===== config.mk =====
export PLATFORM = sky130hd
export DESIGN_NAME = spi_tx_word_scheduler_flat
export DESIGN_NICKNAME = d
export VERILOG_FILES = /design/src/rtl/spi_tx_sched_pkg.sv /design/src/rtl/spi_tx_word_scheduler_if.sv /design/src/rtl/spi_tx_sched_rr_arbiter.sv /design/src/rtl/spi_tx_word_scheduler.sv /design/src/flat_wrapper.sv
export SDC_FILE = /design/constraint.sdc
export NUM_CORES = 1
export LEC_CHECK = 0
export CAP_MARGIN = 20
export CELL_PAD_IN_SITES_DETAIL_PLACEMENT = 2
export CELL_PAD_IN_SITES_GLOBAL_PLACEMENT = 2
export CORE_UTILIZATION = 27
export CTS_CLUSTER_DIAMETER = 30
export DETAILED_ROUTE_END_ITERATION = 10
export GPL_TIMING_DRIVEN = 1
export MAX_ROUTING_LAYER = met4
export PLACE_DENSITY = 0.82
export SYNTH_ARGS = -nofsm -noshare
export SYNTH_HDL_FRONTEND = slang
export SYNTH_HIERARCHICAL = 1
export SYNTH_SLANG_ARGS = --single-unit

===== constraint.sdc =====
create_clock -name clk -period 1.95 [get_ports clk]
set_input_delay 0.2925 -clock clk [delete_from_list [all_inputs] [get_ports clk]]
set_output_delay 0.2925 -clock clk [all_outputs]
set_load 0.1 [all_outputs]

===== src/rtl/spi_tx_sched_pkg.sv =====
// Shared types and helpers for the SPI transmit word scheduler.
//   state_e        : scheduler FSM states (idle / sending a word)
//   UnderrunWidth  : width of the saturating underrun counter
//   clog2()        : index width helper, never narrower than 1 bit
//   chunks()       : number of SPI chunks per requester word
package spi_tx_sched_pkg;

    typedef enum logic [0:0] {
        StIdle = 1'b0,
        StSend = 1'b1
    } state_e;

    localparam int unsigned UnderrunWidth = 16;

    function automatic int unsigned clog2(input int unsigned value);
        int unsigned w;
        w = 0;
        for (int unsigned i = 0; i < 32; i++) begin
            if ((32'd1 << i) < value) begin
                w = i + 1;
            end
        end
        return (w == 0) ? 1 : w;
    endfunction

    function automatic int unsigned chunks(input int unsigned data_width,
                                           input int unsigned spi_width);
        return data_width / spi_width;
    endfunction

endpackage


===== src/rtl/spi_tx_word_scheduler_if.sv =====
// Bus bundle between the word requesters / SPI slave driver and the scheduler.
//   req, data_in        : per-requester level request and flattened words
//   grant               : one-hot pulse, word of requester i latched
//   spi_prepare, cs     : driver chunk-consumed pulse, filtered chip select (active-low)
//   to_spi              : registered chunk to the driver
//   busy, word_done     : word in flight, last chunk consumed pulse
//   underrun            : saturating count of prepare pulses with no word
// Modports: master = requesters/driver side, slave = scheduler.
interface spi_tx_word_scheduler_if
    import spi_tx_sched_pkg::*;
#(
    parameter int unsigned NREQ           = 2,
    parameter int unsigned DATA_WIDTH     = 32,
    parameter int unsigned SPI_DATA_WIDTH = 8
);

    logic [NREQ-1:0]            req;
    logic [NREQ*DATA_WIDTH-1:0] data_in;
    logic [NREQ-1:0]            grant;
    logic                       spi_prepare;
    logic                       cs;
    logic [SPI_DATA_WIDTH-1:0]  to_spi;
    logic                       busy;
    logic                       word_done;
    logic [UnderrunWidth-1:0]   underrun;

    modport master (
        output req, data_in, spi_prepare, cs,
        input  grant, to_spi, busy, word_done, underrun
    );

    modport slave (
        input  req, data_in, spi_prepare, cs,
        output grant, to_spi, busy, word_done, underrun
    );

endinterface


===== src/rtl/spi_tx_sched_rr_arbiter.sv =====
// Combinational round-robin arbiter: picks the first requesting index at or
// after ptr, wrapping around.
//   req  : request vector
//   ptr  : highest-priority index
//   gnt  : one-hot winner
//   idx  : encoded winner
//   any  : at least one request present
module spi_tx_sched_rr_arbiter
    import spi_tx_sched_pkg::*;
#(
    parameter int unsigned NREQ = 2,
    localparam int unsigned PtrW = clog2(NREQ)
) (
    input  logic [NREQ-1:0] req,
    input  logic [PtrW-1:0] ptr,
    output logic [NREQ-1:0] gnt,
    output logic [PtrW-1:0] idx,
    output logic            any
);

    always_comb begin
        int unsigned sel;
        sel = 0;
        gnt = '0;
        idx = '0;
        any = 1'b0;
        for (int unsigned k = 0; k < NREQ; k++) begin
            sel = (32'(ptr) + k) % NREQ;
            if (!any && req[sel]) begin
                any      = 1'b1;
                idx      = PtrW'(sel);
                gnt[sel] = 1'b1;
            end
        end
    end

endmodule


===== src/rtl/spi_tx_word_scheduler.sv =====
// Shares the slave-SPI transmit byte stream between NREQ word-wide sources.
// A round-robin winner's word is latched and presented to the SPI driver one
// SPI_DATA_WIDTH chunk per prepare pulse, MSB chunk first. A cs rising edge
// mid-word rewinds to the MSB chunk so the word is replayed in the next frame.
//   clk, rst : clock, asynchronous active-low reset
//   bus      : spi_tx_word_scheduler_if.slave (req/data_in/grant, prepare/cs,
//              to_spi, busy, word_done, underrun)
// Build option: SPI_TX_SCHED_UNDERRUN_EN builds the underrun counter;
// otherwise underrun is tied to 0.
module spi_tx_word_scheduler
    import spi_tx_sched_pkg::*;
#(
    parameter int unsigned SPI_DATA_WIDTH = 8,
    parameter int unsigned DATA_WIDTH     = 32,
    parameter int unsigned NREQ           = 2
) (
    input  logic                    clk,
    input  logic                    rst,
    spi_tx_word_scheduler_if.slave  bus
);

    localparam int unsigned Chunks    = chunks(DATA_WIDTH, SPI_DATA_WIDTH);
    localparam int unsigned ChunkIdxW = clog2(Chunks);
    localparam int unsigned PtrW      = clog2(NREQ);

    state_e                    state_q, state_d;
    logic [ChunkIdxW-1:0]      idx_q, idx_d;
    logic [PtrW-1:0]           ptr_q, ptr_d;
    logic [DATA_WIDTH-1:0]     word_q, word_d;
    logic [SPI_DATA_WIDTH-1:0] to_spi_q, to_spi_d;
    logic [NREQ-1:0]           grant_q, grant_d;
    logic                      busy_q, busy_d;
    logic                      word_done_q, word_done_d;
    logic                      cs_q;

    logic [NREQ-1:0]           arb_gnt;
    logic [PtrW-1:0]           arb_idx;
    logic                      arb_any;
    logic [DATA_WIDTH-1:0]     arb_word;
    logic                      cs_rise;

    // Chunk k counted from the MSB end of the word.
    function automatic logic [SPI_DATA_WIDTH-1:0] chunk_of(input logic [DATA_WIDTH-1:0] word,
                                                          input int unsigned k);
        return word[(Chunks-1-k)*SPI_DATA_WIDTH +: SPI_DATA_WIDTH];
    endfunction

    spi_tx_sched_rr_arbiter #(
        .NREQ (NREQ)
    ) u_arbiter (
        .req (bus.req),
        .ptr (ptr_q),
        .gnt (arb_gnt),
        .idx (arb_idx),
        .any (arb_any)
    );

    assign arb_word = bus.data_in[32'(arb_idx)*DATA_WIDTH +: DATA_WIDTH];
    assign cs_rise  = bus.cs & ~cs_q;

    always_comb begin
        state_d     = state_q;
        idx_d       = idx_q;
        ptr_d       = ptr_q;
        word_d      = word_q;
        to_spi_d    = to_spi_q;
        busy_d      = busy_q;
        grant_d     = '0;
        word_done_d = 1'b0;
        unique case (state_q)
            StIdle: begin
                to_spi_d = '0;
                if (arb_any) begin
                    grant_d  = arb_gnt;
                    word_d   = arb_word;
                    idx_d    = '0;
                    to_spi_d = chunk_of(arb_word, 0);
                    busy_d   = 1'b1;
                    ptr_d    = (arb_idx == PtrW'(NREQ-1)) ? '0 : arb_idx + 1'b1;
                    state_d  = StSend;
                end
            end
            StSend: begin
                // Frame abort outranks a coincident prepare.
                if (cs_rise && idx_q != '0) begin
                    idx_d    = '0;
                    to_spi_d = chunk_of(word_q, 0);
                end else if (bus.spi_prepare) begin
                    if (idx_q == ChunkIdxW'(Chunks-1)) begin
                        word_done_d = 1'b1;
                        busy_d      = 1'b0;
                        to_spi_d    = '0;
                        state_d     = StIdle;
                    end else begin
                        idx_d    = idx_q + 1'b1;
                        to_spi_d = chunk_of(word_q, 32'(idx_q) + 1);
                    end
                end
            end
            default: state_d = StIdle;
        endcase
    end

    always_ff @(posedge clk or negedge rst) begin
        if (!rst) begin
            state_q     <= StIdle;
            idx_q       <= '0;
            ptr_q       <= '0;
            word_q      <= '0;
            to_spi_q    <= '0;
            grant_q     <= '0;
            busy_q      <= 1'b0;
            word_done_q <= 1'b0;
            cs_q        <= 1'b1;
        end else begin
            state_q     <= state_d;
            idx_q       <= idx_d;
            ptr_q       <= ptr_d;
            word_q      <= word_d;
            to_spi_q    <= to_spi_d;
            grant_q     <= grant_d;
            busy_q      <= busy_d;
            word_done_q <= word_done_d;
            cs_q        <= bus.cs;
        end
    end

`ifdef SPI_TX_SCHED_UNDERRUN_EN
    logic [UnderrunWidth-1:0] underrun_q;

    always_ff @(posedge clk or negedge rst) begin
        if (!rst) begin
            underrun_q <= '0;
        end else if (state_q == StIdle && bus.spi_prepare && underrun_q != '1) begin
            underrun_q <= underrun_q + 1'b1;
        end
    end

    assign bus.underrun = underrun_q;
`else
    assign bus.underrun = '0;
`endif

    assign bus.grant     = grant_q;
    assign bus.to_spi    = to_spi_q;
    assign bus.busy      = busy_q;
    assign bus.word_done = word_done_q;

endmodule


===== src/flat_wrapper.sv =====
// flat-port wrapper written by rule: the top's interface ports become plain ports
module spi_tx_word_scheduler_flat import spi_tx_sched_pkg::*;
#(
    parameter int unsigned SPI_DATA_WIDTH = 8,
    parameter int unsigned DATA_WIDTH     = 32,
    parameter int unsigned NREQ           = 2
)
  (clk, rst, bus_req, bus_data_in, bus_spi_prepare, bus_cs, bus_grant, bus_to_spi, bus_busy, bus_word_done, bus_underrun);
  spi_tx_word_scheduler_if #(.NREQ(NREQ), .DATA_WIDTH(DATA_WIDTH), .SPI_DATA_WIDTH(SPI_DATA_WIDTH)) bus_i ();
  input  logic clk;
  input  logic rst;
  input wire logic [$bits(bus_i.req)-1:0] bus_req;
  input wire logic [$bits(bus_i.data_in)-1:0] bus_data_in;
  input wire logic [$bits(bus_i.spi_prepare)-1:0] bus_spi_prepare;
  input wire logic [$bits(bus_i.cs)-1:0] bus_cs;
  output wire logic [$bits(bus_i.grant)-1:0] bus_grant;
  output wire logic [$bits(bus_i.to_spi)-1:0] bus_to_spi;
  output wire logic [$bits(bus_i.busy)-1:0] bus_busy;
  output wire logic [$bits(bus_i.word_done)-1:0] bus_word_done;
  output wire logic [$bits(bus_i.underrun)-1:0] bus_underrun;
  assign bus_i.req = bus_req;
  assign bus_i.data_in = bus_data_in;
  assign bus_i.spi_prepare = bus_spi_prepare;
  assign bus_i.cs = bus_cs;
  assign bus_grant = bus_i.grant;
  assign bus_to_spi = bus_i.to_spi;
  assign bus_busy = bus_i.busy;
  assign bus_word_done = bus_i.word_done;
  assign bus_underrun = bus_i.underrun;
  spi_tx_word_scheduler #(.SPI_DATA_WIDTH(SPI_DATA_WIDTH), .DATA_WIDTH(DATA_WIDTH), .NREQ(NREQ)) u_core (.clk(clk), .rst(rst), .bus(bus_i));
endmodule

==> parameters.txt <==
Parameter                              Value

Die
  Horizontal die dimension ... 102 um
  Num rows ... 36
  Initial core utilization ... between 20% and 30%
  Die Outline Area ... approximately 10000 um2
  Core area ... about 9700 um2
  I/O pin cnt ... 98
  Vertical extent of the die ... just over 100 um

Cells and area
  Commonest cells after routing, fill and taps aside ... 68 x sky130_fd_sc_hd__clkdlybuf4s50_1, 48 x sky130_fd_sc_hd__dfrtp_1, 33 x sky130_fd_sc_hd__nand2_1, 33 x sky130_fd_sc_hd__o21ai_0, 32 x sky130_fd_sc_hd__mux2i_1
  Antenna fix cells ... 0
  Post-layout net count ... approximately 410
  Final Cell Area ... 3750 um2
  P&R area growth vs syn ... 38.9%
  Most common cell after layout, fill and taps aside ... sky130_fd_sc_hd__clkdlybuf4s50_1
  Count of non-filler cells in the finished layout ... between 400 and 500
  Layout cell share with drive strength beyond 1 ... ~15%

Detailed routing
  Routed Antenna Nets ... 0
  Initial detailed-routing violation count ... 33
  First-pass detailed-route iteration total ... 4
  Detailed Route WL ... approximately 7700 um
  Wire length per cell ... between 15 and 20 um
  Final routed DRC violation total ... 0
  Routed via count divided by cell count ... about 4.7
  Vias after detailed routing ... roughly 2200

Place
  Post-DP Area ... 3630 um2
  Detailed placer's ending HPWL ... approximately 6000 um
  Number of buffer cells added on primary ports ... a little over 80
  Pre-CTS worst setup slack ... -42.2 ps
  DP Cell Count ... 461
  Routability congestion estimate ... 0.823

Clock network
  Clk Tree Root Cell ... sky130_fd_sc_hd__clkbuf_8
  Depth of the CTS H-tree ... 2
  Post-CTS setup buffers ... 0
  Total clock buffers created by CTS ... 5
  Total number of clock tree sinks ... roughly 50
  Source-to-sink clock delay at the later pin of the worst-skew pair ... about 300 ps
  Maximum buffer depth of the clock tree ... 2
  CTS clock-pin slew for the worst setup and hold paths ... 90 ps
  TritonCTS clock tree ... done
  Number of gates given a new drive strength after cts ... 0

STA
  Ratio of final minimum period to clock period ... about nine tenths
  Final worst setup slack ... 176 ps
  Tightest slew margin relative to the limit ... between 60 and 70%
  Final count of negative-setup-slack endpoints ... 0
  Slew at the pin closest to its max-slew limit ... around 540 ps
  Final min period ... 1770 ps
  Layout Skew ... between 8 and 9 ps
  Final Hold Slack ... 492 ps
  Setup repair after global routing missed its margin ... false
  Highest clock rate ... around 0.56 GHz
  Number of slew-limit violations in the final report ... 0
  Number of endpoints with negative hold slack in the final report ... 0

Worst setup path
  Worst path required time ... between 2000 and 2500 ps
  Critical path class ... reg2reg
  CP Data Arrival Time ... 1970 ps
  Count of cells along the worst register-to-register path ... 5
  Slowest stage cell, crit path ... sky130_fd_sc_hd__dfrtp_1
  Top fanout value on the critical path ... 6
  Cell-by-cell trace of the critical path ... inv_1 -> ha_1 -> or3b_4 -> and2_2 -> a32o_1
  Largest stage delay on the critical path ... approximately 430 ps
  Critical Path Stages ... 5
  Critical Path End Type ... register
  Buffer and inverter count on the worst path ... 1
  Cell family with the largest share of critical-path delay ... simple AND/OR/NAND/NOR gates
  Critical Path Source Type ... register
  Slack of the worst reg-to-reg path ... ~180 ps

Power
  Combinational cell fraction of total power ... 52.5%
  P_int ... 2950 uW
  Relative contribution of sequential cells to total power ... approximately a third
  Static leakage ... 0.00165 uW
  Net switching component of the power ... about 2400 uW
  Max IR drop VDD ... between 800 and 900 uV
  Net switching fraction of the power ... approximately 45%
  Total design power ... approximately 5400 uW
  Clock network fraction of total power ... between 10% and 20%
  Pwr per Cell Area ... approximately 1400 nW/um2

GRT
  Via count of the first global-routing pass ... roughly 2300
  Overall global routing resource usage ... about 16%
  Antenna violations before repair ... 0
  First-pass GRT wire length ... around 12000 um
  Pin count of the biggest net entering global routing ... 48
  Aggregate global routing overflow ... 0

Logic synthesis
  Post-synthesis register bit count ... 49
  Yosys warning total ... 6
  Most used DFF post-synth ... sky130_fd_sc_hd__dfrtp_1
  Proportion of synthesized flip-flops having asynchronous set or reset ... 100%
  Mapped cell area ... 2700 um2
  Cell count after synthesis ... 256
  Synth cell types ... 33
  Number of enable-type register cells in the synthesized netlist ... 0
  Sequential-to-total area share from yosys stat ... roughly 45%
  Mean post-synth cell area ... 10.6 um2

Worst hold path
  Hold Path Class ... reg2reg
  Worst hold path cell count ... 2

Flow run
  MaxCap Viol Count ... 0

Run status
  Run status ... finished, final reports clean
worst min-delay path, stage by stage (launching register included):
cell                      delay [ps]
sky130_fd_sc_hd__dfrtp_1         350
sky130_fd_sc_hd__nand2_1          50
sky130_fd_sc_hd__o21ai_0          60
through the flow:
| step | setup TNS, ps | utilization [%] |
|---|---|---|
| after floorplan | 0 | - |
| final | 0 | 38.6 |
| after global placement | 0 | 37.3 |
| after detailed placement | -108 | 37.3 |
| after global routing | 0 | 38.6 |
| after CTS | 0 | 38.6 |
area by class of cell:
type | count | area, um2
inverters | 6 | 22.5
repair buffers | 93 | 931
fillers | 1068 | 5980
clock inverters | 1 | 30.0
flip-flops and latches | 49 | 1230
well taps | 133 | 166
clock buffers | 7 | 86.3
multi-input cells | 181 | 1290
final timing paths:
path | from | endpoint
worst max register to register | u_core/idx_q[1] | u_core/idx_q[1]
worst min register to register | u_core/word_q[10] | u_core/word_q[10]
worst min-delay path | u_core/word_q[10] | u_core/word_q[10]
min in group asynchronous | rst | u_core/bus.to_spi[4]
max in group asynchronous | rst | u_core/word_q[17]
worst max-delay path | u_core/idx_q[1] | u_core/idx_q[1]
power by group through the flow:
| stage | clock network (uW) | logic [uW] | registers, uW |
|---|---|---|---|
| CTS | 777 | 2860 | 1800 |
| global placement | 0 | 2740 | 1770 |
| finish | 753 | 2830 | 1800 |
| global route | 812 | 3050 | 1860 |
| detailed placement | 0 | 2830 | 1820 |
| floorplan | 0 | 1430 | 2410 |
synthesized netlist by cell type (3+ instances only):
cell type                   instances  area share [%]
sky130_fd_sc_hd__nand2_1           33             4.6
sky130_fd_sc_hd__clkbuf_1           6            0.83
sky130_fd_sc_hd__buf_4             19             5.3
sky130_fd_sc_hd__mux4_2             8             6.7
sky130_fd_sc_hd__buf_2              5            0.93
sky130_fd_sc_hd__mux2i_1           32              12
sky130_fd_sc_hd__buf_6              3             1.2
sky130_fd_sc_hd__ha_1               3             1.4
sky130_fd_sc_hd__nand4_1            9             2.1
sky130_fd_sc_hd__a21boi_0           3            0.83
sky130_fd_sc_hd__a31oi_1            9             2.1
sky130_fd_sc_hd__o21ai_0           33             6.1
sky130_fd_sc_hd__nor2_1             4            0.56
sky130_fd_sc_hd__nor3_1             8             1.5
sky130_fd_sc_hd__a2bb2oi_1          8             2.6
sky130_fd_sc_hd__dfrtp_1           48              44
sky130_fd_sc_hd__inv_1              6            0.83
sky130_fd_sc_hd__nand2b_1           4            0.93
what timing repair did:
item                                   CTS  global route
hold buffers                             1             0
endpoints found under the hold margin   20             0
setup endpoints to repair                0             0
kinds of logic after synthesis:
logic type	after synthesis	synth area share, %
flip-flops	49	45.4
adder cells (fa/ha/maj)	3	1.39
buffers and inverters	41	9.44
multiplexers	40	18.5
other	1	0.139
AND/OR/NAND/NOR	65	12.1
AO/OA/AOI/OAI	57	13.0
flip-flops by register name, summed over array words and instances, names as in the netlist:
| name | count |
|---|---|
| u_core/bus.to_spi | 8 |
| u_core/bus.busy | 1 |
| u_core/cs_q | 1 |
| u_core/ptr_q | 1 |
| u_core/idx_q | 2 |
| u_core/bus.word_done | 1 |
| u_core/word_q | 32 |
| u_core/state_q | 1 |
| u_core/bus.grant | 2 |
per-layer routing:
| layer | vias up | track usage [%] | part of all wire [%] |
|---|---|---|---|
| li1 | 1043 | - | - |
| met1 | 1081 | 20.7 | 46 |
| met2 | 61 | 26.0 | 49 |
| met3 | 4 | 2.67 | 4.3 |
| met4 | 0 | 3.63 | 0.95 |
| met5 | - | - | 0 |
Note: power is estimated with default switching activity, not from simulation.
